<file path="src/rtl/mux_scan_pkg.sv">
// Shared constants and FSM state type for the 16:1 mux scan sequencer.
package mux_scan_pkg;
  localparam int NUM_CH = 16;
  localparam int SEL_W  = 4;

  typedef enum logic [1:0] {
    IDLE = 2'd0,
    SCAN = 2'd1,
    WRAP = 2'd2
  } state_e;
endpackage

</file>
<file path="src/rtl/mux_scan_dwell_timer.sv">
// Dwell down-counter: load restarts the count at DWELL-1, enable counts down,
// tc is high on the last dwell cycle of the current channel.
module mux_scan_dwell_timer #(
  parameter int unsigned DWELL = 2
) (
  input  logic clk,
  input  logic rst,
  input  logic load_i,
  input  logic en_i,
  output logic tc_o
);
  localparam int CW = (DWELL > 1) ? $clog2(DWELL) : 1;
  localparam logic [CW-1:0] LOAD_VAL = CW'(DWELL - 1);

  logic [CW-1:0] cnt_q, cnt_d;

  always_comb begin
    cnt_d = cnt_q;
    if (load_i) begin
      cnt_d = LOAD_VAL;
    end else if (en_i && (cnt_q != '0)) begin
      cnt_d = cnt_q - 1'b1;
    end
  end

  always_ff @(posedge clk) begin
    if (rst) cnt_q <= '0;
    else     cnt_q <= cnt_d;
  end

  assign tc_o = (cnt_q == '0);
endmodule

</file>
<file path="src/rtl/mux_scan_sequencer.sv">
// Scans a 16:1 mux channel by channel and emits one 16-bit frame per pass on valid/ready.
// Optional SCAN_PARITY_EN adds frame_parity (= ^frame_data), registered alongside frame_data.
module mux_scan_sequencer
  import mux_scan_pkg::*;
#(
  parameter int unsigned DWELL = 2
) (
  input  logic              clk,
  input  logic              rst,
  input  logic              start,
  input  logic              continuous,
  input  logic [NUM_CH-1:0] ch_mask,
  output logic [SEL_W-1:0]  select,
  input  logic              mux_out,
  output logic [NUM_CH-1:0] frame_data,
  output logic              frame_valid,
  input  logic              frame_ready,
  output logic              busy,
  output logic              overrun,
`ifdef SCAN_PARITY_EN
  output logic              frame_parity,
`endif
  output state_e            state_dbg_o
);
  // Handshake: a frame transfers on any rising edge where frame_valid & frame_ready;
  // frame_valid/frame_data never change while frame_valid & !frame_ready.
  state_e            state_q, state_d;
  logic [SEL_W-1:0]  ch_q, ch_d;
  logic [SEL_W-1:0]  select_q, select_d;
  logic [NUM_CH-1:0] mask_q, mask_d;
  logic [NUM_CH-1:0] shadow_q, shadow_d;
  logic [NUM_CH-1:0] frame_data_q, frame_data_d;
  logic              frame_valid_q, frame_valid_d;
  logic              overrun_q, overrun_d;
  logic              parity_q, parity_d;
  logic              timer_load, timer_en, timer_tc;
  logic              chan_en, chan_done;

  mux_scan_dwell_timer #(.DWELL(DWELL)) u_dwell (
    .clk    (clk),
    .rst    (rst),
    .load_i (timer_load),
    .en_i   (timer_en),
    .tc_o   (timer_tc)
  );

  assign chan_en   = mask_q[ch_q];
  // Masked channels occupy exactly one cycle regardless of DWELL.
  assign chan_done = !chan_en || timer_tc;

  always_comb begin
    state_d       = state_q;
    ch_d          = ch_q;
    select_d      = select_q;
    mask_d        = mask_q;
    shadow_d      = shadow_q;
    frame_data_d  = frame_data_q;
    frame_valid_d = frame_valid_q;
    parity_d      = parity_q;
    overrun_d     = 1'b0;
    timer_load    = 1'b0;
    timer_en      = 1'b0;

    if (frame_valid_q && frame_ready) frame_valid_d = 1'b0;

    case (state_q)
      IDLE: begin
        if (start) begin
          state_d    = SCAN;
          mask_d     = ch_mask;
          ch_d       = '0;
          select_d   = '0;
          timer_load = 1'b1;
        end
      end
      SCAN: begin
        timer_en = 1'b1;
        if (chan_done) begin
          shadow_d[ch_q] = chan_en & mux_out;
          timer_load     = 1'b1;
          if (ch_q == SEL_W'(NUM_CH - 1)) begin
            state_d  = WRAP;
            ch_d     = '0;
            select_d = '0;
          end else begin
            ch_d     = ch_q + 1'b1;
            select_d = ch_q + 1'b1;
          end
        end
      end
      WRAP: begin
        // A frame still waiting for the consumer wins; the new one is dropped.
        if (!frame_valid_q || frame_ready) begin
          frame_data_d  = shadow_q;
          frame_valid_d = 1'b1;
          parity_d      = ^shadow_q;
        end else begin
          overrun_d = 1'b1;
        end
        select_d = '0;
        ch_d     = '0;
        if (continuous) begin
          state_d    = SCAN;
          mask_d     = ch_mask;
          timer_load = 1'b1;
        end else begin
          state_d = IDLE;
        end
      end
      default: state_d = IDLE;
    endcase
  end

  always_ff @(posedge clk) begin
    if (rst) begin
      state_q       <= IDLE;
      ch_q          <= '0;
      select_q      <= '0;
      mask_q        <= '0;
      shadow_q      <= '0;
      frame_data_q  <= '0;
      frame_valid_q <= 1'b0;
      overrun_q     <= 1'b0;
      parity_q      <= 1'b0;
    end else begin
      state_q       <= state_d;
      ch_q          <= ch_d;
      select_q      <= select_d;
      mask_q        <= mask_d;
      shadow_q      <= shadow_d;
      frame_data_q  <= frame_data_d;
      frame_valid_q <= frame_valid_d;
      overrun_q     <= overrun_d;
      parity_q      <= parity_d;
    end
  end

  assign select      = select_q;
  assign frame_data  = frame_data_q;
  assign frame_valid = frame_valid_q;
  assign overrun     = overrun_q;
  assign busy        = (state_q != IDLE);
  assign state_dbg_o = state_q;
`ifdef SCAN_PARITY_EN
  assign frame_parity = parity_q;
`else
  logic unused_parity;
  assign unused_parity = parity_q;
`endif
endmodule
</file>
<file path="config.mk">
export PLATFORM = sky130hd
export DESIGN_NAME = mux_scan_sequencer
export DESIGN_NICKNAME = d
export VERILOG_FILES = /design/src/rtl/mux_scan_pkg.sv /design/src/rtl/mux_scan_dwell_timer.sv /design/src/rtl/mux_scan_sequencer.sv
export SDC_FILE = /design/constraint.sdc
export NUM_CORES = 1
export LEC_CHECK = 0
export CAP_MARGIN = 40
export CORE_UTILIZATION = 35
export DETAILED_ROUTE_END_ITERATION = 8
export MAX_ROUTING_LAYER = met4
export PLACE_DENSITY_LB_ADDON = 0.05
export SLEW_MARGIN = 25
export SYNTH_ARGS = -nofsm -noshare
export SYNTH_HDL_FRONTEND = slang
export SYNTH_SLANG_ARGS = --single-unit
export TNS_END_PERCENT = 30
</file>
<file path="constraint.sdc">
create_clock -name clk -period 3.8 [get_ports clk]
set_clock_uncertainty 0.05 [all_clocks]
set_input_delay 0.76 -clock clk [delete_from_list [all_inputs] [get_ports clk]]
set_output_delay 0.76 -clock clk [all_outputs]
set_load 0.05 [all_outputs]
</file>
==> Yosys cells after proc, flatten, opt, wreduce, memory -nomap -nowiden <==
Index checks and enable logic that the tools add are counted.
{ "word_totals": {"reg_bits": 57, "latch_bits": 0, "mem_bits_rw": 0, "mem_bits_ro": 0, "word_cells": 68, "memories": 0} }
{ "op_classes": {"addsub": 2, "n_mul": 0, "div": 0, "order_cmp": 2, "eq_ne": 7, "shifts": 0, "muxes": 28, "bitwise_logic": 3, "reduce_logical": 18} }
{ "op_table": {"columns": ["op", "n"], "rows": [
  ["16-bit 2-to-1 mux", 2],
  ["16-bit one-hot mux with 2 select lines", 1],
  ["16-bit bitwise mux", 1],
  ["1-bit 2-to-1 mux", 13],
  ["4-bit 2-to-1 mux", 3],
  ["4-bit one-hot mux with 3 select lines", 1],
  ["3-bit AND reduction", 3],
  ["2-bit != test, second input constant", 4],
  ["2-bit 2-to-1 mux", 3],
  ["2-bit one-hot mux with 3 select lines", 1],
  ["2-bit nonzero test", 3],
  ["4-bit by 5-bit less-than comparator with 1-bit output, second input constant", 1],
  ["4-bit by 1-bit adder with 4-bit output, second input constant", 1],
  ["1-bit binary-select mux with 4-bit select", 1],
  ["1-bit demux with 4-bit select", 1],
  ["4-bit equality test, second input constant", 1],
  ["4-bit by 1-bit greater-or-equal comparator with 1-bit output, second input constant", 1],
  ["2-bit AND reduction", 2],
  ["1-bit logical AND", 3],
  ["1-bit one-hot mux with 3 select lines", 1],
  ["3-bit nonzero test", 1],
  ["2-bit by 1-bit equality test with 1-bit output, second input constant", 1],
  ["2-bit equality test, second input constant", 1],
  ["1-bit logical NOT", 2],
  ["other kinds (6)", 8]
]} }

==> Logic depth before layout (Yosys ltp) <==
Gate-level depths: netlist of run 1.
{ "depth": {"depth_word": 7, "mapped_depth": 8} }

==> Cells and area by module <==
A second synthesis of run 1 with hierarchy kept.
{ "hier_totals": {"hier_cells": 266, "area_unflattened_um2": 2493.6} }
{ "modules_own_cells": {"columns": ["mod", "n_inst", "cells_each", "area_each_um2", "seq_area_each_um2"], "rows": [
  ["mux_scan_sequencer", 1, 261, 2451.1, 1121.1],
  ["mux_scan_dwell_timer", 1, 5, 42.5, 20.0]
]} }

==> Worst setup path after synthesis of run 1 <==
OpenSTA, ideal clock, no wires.
{ "synth_timing": {"path_type": "register to register", "startpoint": "register select[1] (netlist name)", "endpoint": "register select_q[1], in the netlist select[1]", "arrival_ps": 2190, "slack_ps": 1441, "path_stages_with_launch": 7, "path_buffers": 1, "period_less_slack_ps": 2359, "path_cell_list": "dfxtp_1 -> buf_6 -> mux2i_1 -> mux4_2 -> or3_4 -> and3_1 -> a211o_1"} }
{ "synth_rtl": {"columns": ["item", "line", "rtl"], "rows": [
  ["end signal: assignment", "mux_scan_sequencer.sv:128", "select_q <= select_d;"],
  ["end: declaration", "mux_scan_sequencer.sv:29", "logic [SEL_W-1:0] select_q, select_d;"]
]} }

==> Worst setup path after layout of run 1 <==
{ "layout_timing": {"startpoint": "register select_q[1], in the netlist select[1]", "endpoint": "output select[1]"} }
{ "layout_rtl": {"columns": ["item", "line", "rtl"], "rows": [
  ["end: declaration", "mux_scan_sequencer.sv:13", "output logic [SEL_W-1:0] select,"]
]} }
No word-level cell between the ends.

==> impl_metrics.tcl, run 1 <==
set metrics [dict create \
    clk_latency_ps 330 \
    vias 2030 \
    cts_buffer_depth 2 \
    total_power_mw 1.40 \
    critPathTopFamily "buffers and inverters" \
    cellPowerDensity_nw_per_um2 425 \
    ys.flop_type "dfxtp_1" \
    cts_resized 0 \
    cap_violations 0 \
    grt_pass1_wl_um 9540 \
    critPathSlowestCell "clkdlybuf4s50_1" \
    yosysMostFrequentCell "dfxtp_1" \
    grtUsageTotal_pct 17.0 \
    hp-class "register to register" \
    ys_warn_count 0 \
    setup_violations 0 \
    numCtsBuffers 9 \
    die_y_um 87.6 \
    post-cts-setup-buffer-count 0 \
    detail_route.iter0.violations 95 \
    viasPerCell 4.79 \
    critPathArrivalTime_ps 1930 \
    htreeDepth 3 \
    ir_drop_uv 199 \
    tns_ps 0 \
    slew_headroom_pct 48.9 \
    synthCells 283 \
    ant_nets 0 \
    drv_slew 0 \
    postCtsHoldBufs 0 \
    port-buffer-count 46 \
    row_count 30 \
    cp_slowest_stage_delay_ps 920 \
    dr.pass1.iters 4 \
    period_share_pct 72.1 \
    synthTopCellsByArea "dfxtp_1 (44%), mux2i_1 (15%), nand2b_1 (5.6%)" \
    globalplace.congestion 0.778 \
    cts_root_buffer "clkbuf_8" \
    grt_max_degree 37 \
    wl_um 5650 \
    antenna_found_initial 0 \
    path_cells "clkdlybuf4s50_1" \
    synth_commonest_cells "dfxtp_1 (57), mux2i_1 (39), nand2_1 (35)" \
    status "finished clean" \
    syn_avg_cell_area_um2 9.07 \
    rsz0062_at_grt "no" \
    synth_enable_flop_cells 0 \
    grt.overflow.total 0 \
    async_reset_ff_share_pct 0 \
    clk_pin_slew_worst_paths_ps 60 \
    synth_top_area_cell "dfxtp_1" \
    coreArea_um2 6940 \
    numClockSinks 57 \
    hold_viol_final 0 \
    drc 0 \
    required_ps 2990 \
    drive_gt1_share_pct 8.84 \
    num_antenna_cells 0 \
    max_slew.worst_pin.slew_ps 765 \
    yosysSeqAreaShare_pct 44.5 \
    fin_cells 424 \
    syn_nets 309 \
    initial_core_util_pct 37.0 \
    final_core_util_pct 47.5 \
    nNetsFinal 350 \
    die_area_um2 7680 \
    synthToLayoutAreaGrowth_pct 28.7 \
    worst-path-buf-inv 1 \
    crit_type "register to output port" \
    ys_ff_latch 57 \
    synth_cell_types 43 \
    routedWlPerCell_um 13.3 \
    fin_crit_ps 2740 \
    cts_tree "built" \
    worstSetupEndpointType "output port" \
    fmax_mhz 365 \
    start_kind "register" \
    grt_pass1_vias 1920 \
    io_pins 47 \
    place_hpwl_um 3740 \
    dpl.cell_count 409 \
    syn-cell-area_um2 2570 \
    die_w_um 87.6 \
    p_leak_nw 1.28 \
    crit_fanout 12 \
    synth_top_area_share_pct 44.5 \
]
## registers in the layout, summed over array words and instances, names as in the netlist
name,count
frame_data,16
frame_valid,1
mask_q,16
overrun,1
select,4
shadow_q,16
state_dbg_o,2
u_dwell.cnt_q,1
## cells in the final DEF (no fill, tap or decap), types with 2 or more instances in the layout
cell	count
a21oi_1	17
and3_1	3
buf_4	4
bufinv_16	2
clkbuf_8	12
clkdlybuf4s50_1	45
dfxtp_1	57
ha_1	4
inv_1	4
mux2_2	3
mux2i_1	39
nand2_1	35
nand2b_1	23
nand3_1	13
nand4_1	4
nor2_1	23
nor2b_1	4
nor3_1	6
o21a_1	2
or2_2	2
or3_1	2
or4_1	3
## metal layers
metal | share of wire, % | global-route usage [%]
met1 | 53 | 21.8
met2 | 42 | 24.7
met3 | 4.3 | 5.75
met4 | 1.4 | 5.81
met5 | 0 | -
## cell type report
type,instances,area (um^2)
Sequential cell,57,1140
Clock buffer,13,169
Clock inverter,2,60.1
Timing Repair Buffer,50,485
Fill cell,669,3640
Tap cell,96,120
Inverter,4,15.0
Multi-Input combinational cell,202,1310
## per-stage QoR
stage	hold slack (ps)	worst slack (ps)	instance area, um^2
2_1_floorplan	382	1440	2570
3_3_place_gp	395	1440	3070
3_5_place_dp	396	1400	3070
4_1_cts	405	1030	3300
5_1_grt	418	994	3300
6_report	402	1060	3300
## final timing paths
check                     start       endpoint  slack, ps  depth (start not counted)
hold reg to reg   frame_data[2]  frame_data[2]        400                          2
hold / removal    frame_data[2]  frame_data[2]        400                          2
setup / recovery      select[1]      select[1]       1060                          1
setup reg to reg      select[1]      select[1]       1400                          5
## report_power, final
| part | internal (mW) | switching, mW |
|---|---|---|
| logic | 0.0634 | 0.0647 |
| clock network | 0.420 | 0.231 |
| registers | 0.612 | 0.0129 |
## kinds of logic after synthesis
kind of cell               after synthesis  synth area share (%)
and+or+nand+nor                        124                  24.2
DFF                                     57                  44.5
muxes                                   43                  17.4
AOI/OAI and AO/OA                       31                  7.56
buffers and inverters                   24                  4.44
adders and majority gates                4                  1.95
Note: power is estimated with default switching activity, not from simulation.
==> run 2: changes to the inputs <==
- clock period: 3.8 -> 2.7 ns (I/O delays scaled with it)
==> impl_metrics.tcl, run 2 (synthesized netlist as in run 1, its figures left out) <==
set metrics [dict create \
    dpl.cell_count 411 \
    cap_violations 0 \
    critPathArrivalTime_ps 1860 \
    cts_buffer_depth 2 \
    placed_cell_area_um2 3090 \
    ir_drop_uv 279 \
    antenna_found_initial 0 \
    crit_fanout 11 \
    hold_viol_final 0 \
    htreeDepth 3 \
    grt_use_met2_pct 23.4 \
    grt_max_degree 32 \
    total_power_mw 1.85 \
    globalplace.congestion 0.841 \
    initial_core_util_pct 37.0 \
    postCtsHoldBufs 0 \
    numClockSinks 57 \
    ant_nets 0 \
    slew_headroom_pct 58.6 \
    grt.overflow.total 0 \
    multiInputGateArea_um2 1320 \
    die_w_um 87.6 \
    final_common_cell "dfxtp_1" \
    most-common-layout-cells "dfxtp_1 (57), clkdlybuf4s50_1 (45), mux2i_1 (39)" \
    nNetsFinal 352 \
    port-buffer-count 46 \
    row_count 30 \
    period_share_pct 90.9 \
    numCtsBuffers 9 \
    die_area_um2 7680 \
    detail_route.iter0.violations 74 \
    drive_gt1_share_pct 10.0 \
    setup_violations 0 \
    drv_slew 0 \
    gr-usage-met3_pct 3.96 \
    p_leak_nw 1.27 \
    wl_um 5640 \
    io_pins 47 \
    status "finished clean" \
    grt.busiest_layer "met2" \
    grtUsageTotal_pct 16.7 \
    cellPowerDensity_nw_per_um2 562 \
    use_met1_pct 22.5 \
    clk_latency_ps 340 \
    max_slew.worst_pin.slew_ps 620 \
    coreArea_um2 6940 \
    seqCellArea_um2 1140 \
    cts_root_buffer "clkbuf_8" \
    worstSetupEndpointType "output port" \
    routedWlPerCell_um 13.2 \
    die_y_um 87.6 \
    stdcell_area_um2 3290 \
    num_antenna_cells 0 \
    vias 2035 \
    cts_resized 0 \
    fin_crit_ps 2450 \
    required_ps 2110 \
    dr.pass1.iters 4 \
    drc 0 \
    clk_pin_slew_worst_paths_ps 60 \
    tns_ps 0 \
    post-cts-setup-buffer-count 0 \
    final_core_util_pct 47.3 \
    start_kind "register" \
    synthToLayoutAreaGrowth_pct 28.0 \
    fmax_mhz 407 \
    grt_pass1_vias 1898 \
    place_hpwl_um 3910 \
    rsz0062_at_grt "no" \
    grt_pass1_wl_um 9280 \
    crit_type "register to output port" \
    cts_tree "built" \
    fin_cells 426 \
    viasPerCell 4.78 \
    n_fill_cell 674 \
    hp-class "register to register" \
]
## run 2: cell types whose count changed in the layout (fill, tap and decap cells not counted), sizes merged
cell | previous run | this run
buf | 5 | 7
bufinv | 2 | 1
clkbuf | 13 | 10
clkinv | 0 | 3
clkinvlp | 0 | 1
## run 2: path summary, 6_finish.rpt
path,from,to,slack [ps],depth (start not counted)
min reg2reg,shadow_q[3],frame_data[3],400,2
max reg2reg,select[1],select[1],450,6
max,state_dbg_o[1],busy,250,2
min,shadow_q[3],frame_data[3],400,2
## run 2: layout make-up
class / count / share of cell area, %
inverters: 4 / 0.457
well taps: 96 / 3.66
repair buffers: 52 / 15.2
clock buffers: 10 / 4.19
flip-flops and latches: 57 / 34.7
clock inverters: 5 / 1.71
multi-input cells: 202 / 40.0
## run 2: metrics by stage
| step | hold slack, ps | setup slack, ps |
|---|---|---|
| finish | 402 | 246 |
| global placement | 396 | 302 |
| global route | 426 | 147 |
| detailed placement | 396 | 443 |
| CTS | 406 | 228 |
| floorplan | 382 | 341 |
## run 2: metal layers
metal | part of all wire, % | routed length [um]
met1 | 52 | 2950
met2 | 41 | 2340
met3 | 4.0 | 228
met4 | 2.1 | 121
met5 | 0 | 0
## run 2: report_power, final
group | leakage, nW | switching (mW) | internal (mW)
clock network | 0.0981 | 0.338 | 0.443
logic | 0.714 | 0.0927 | 0.0924
registers | 0.463 | 0.0174 | 0.862
## run 2: worst max-delay path, cell delays in order, from the launching register on
cell and delay (ps):
dfxtp_1 550, or2_2 190, clkdlybuf4s50_1 790
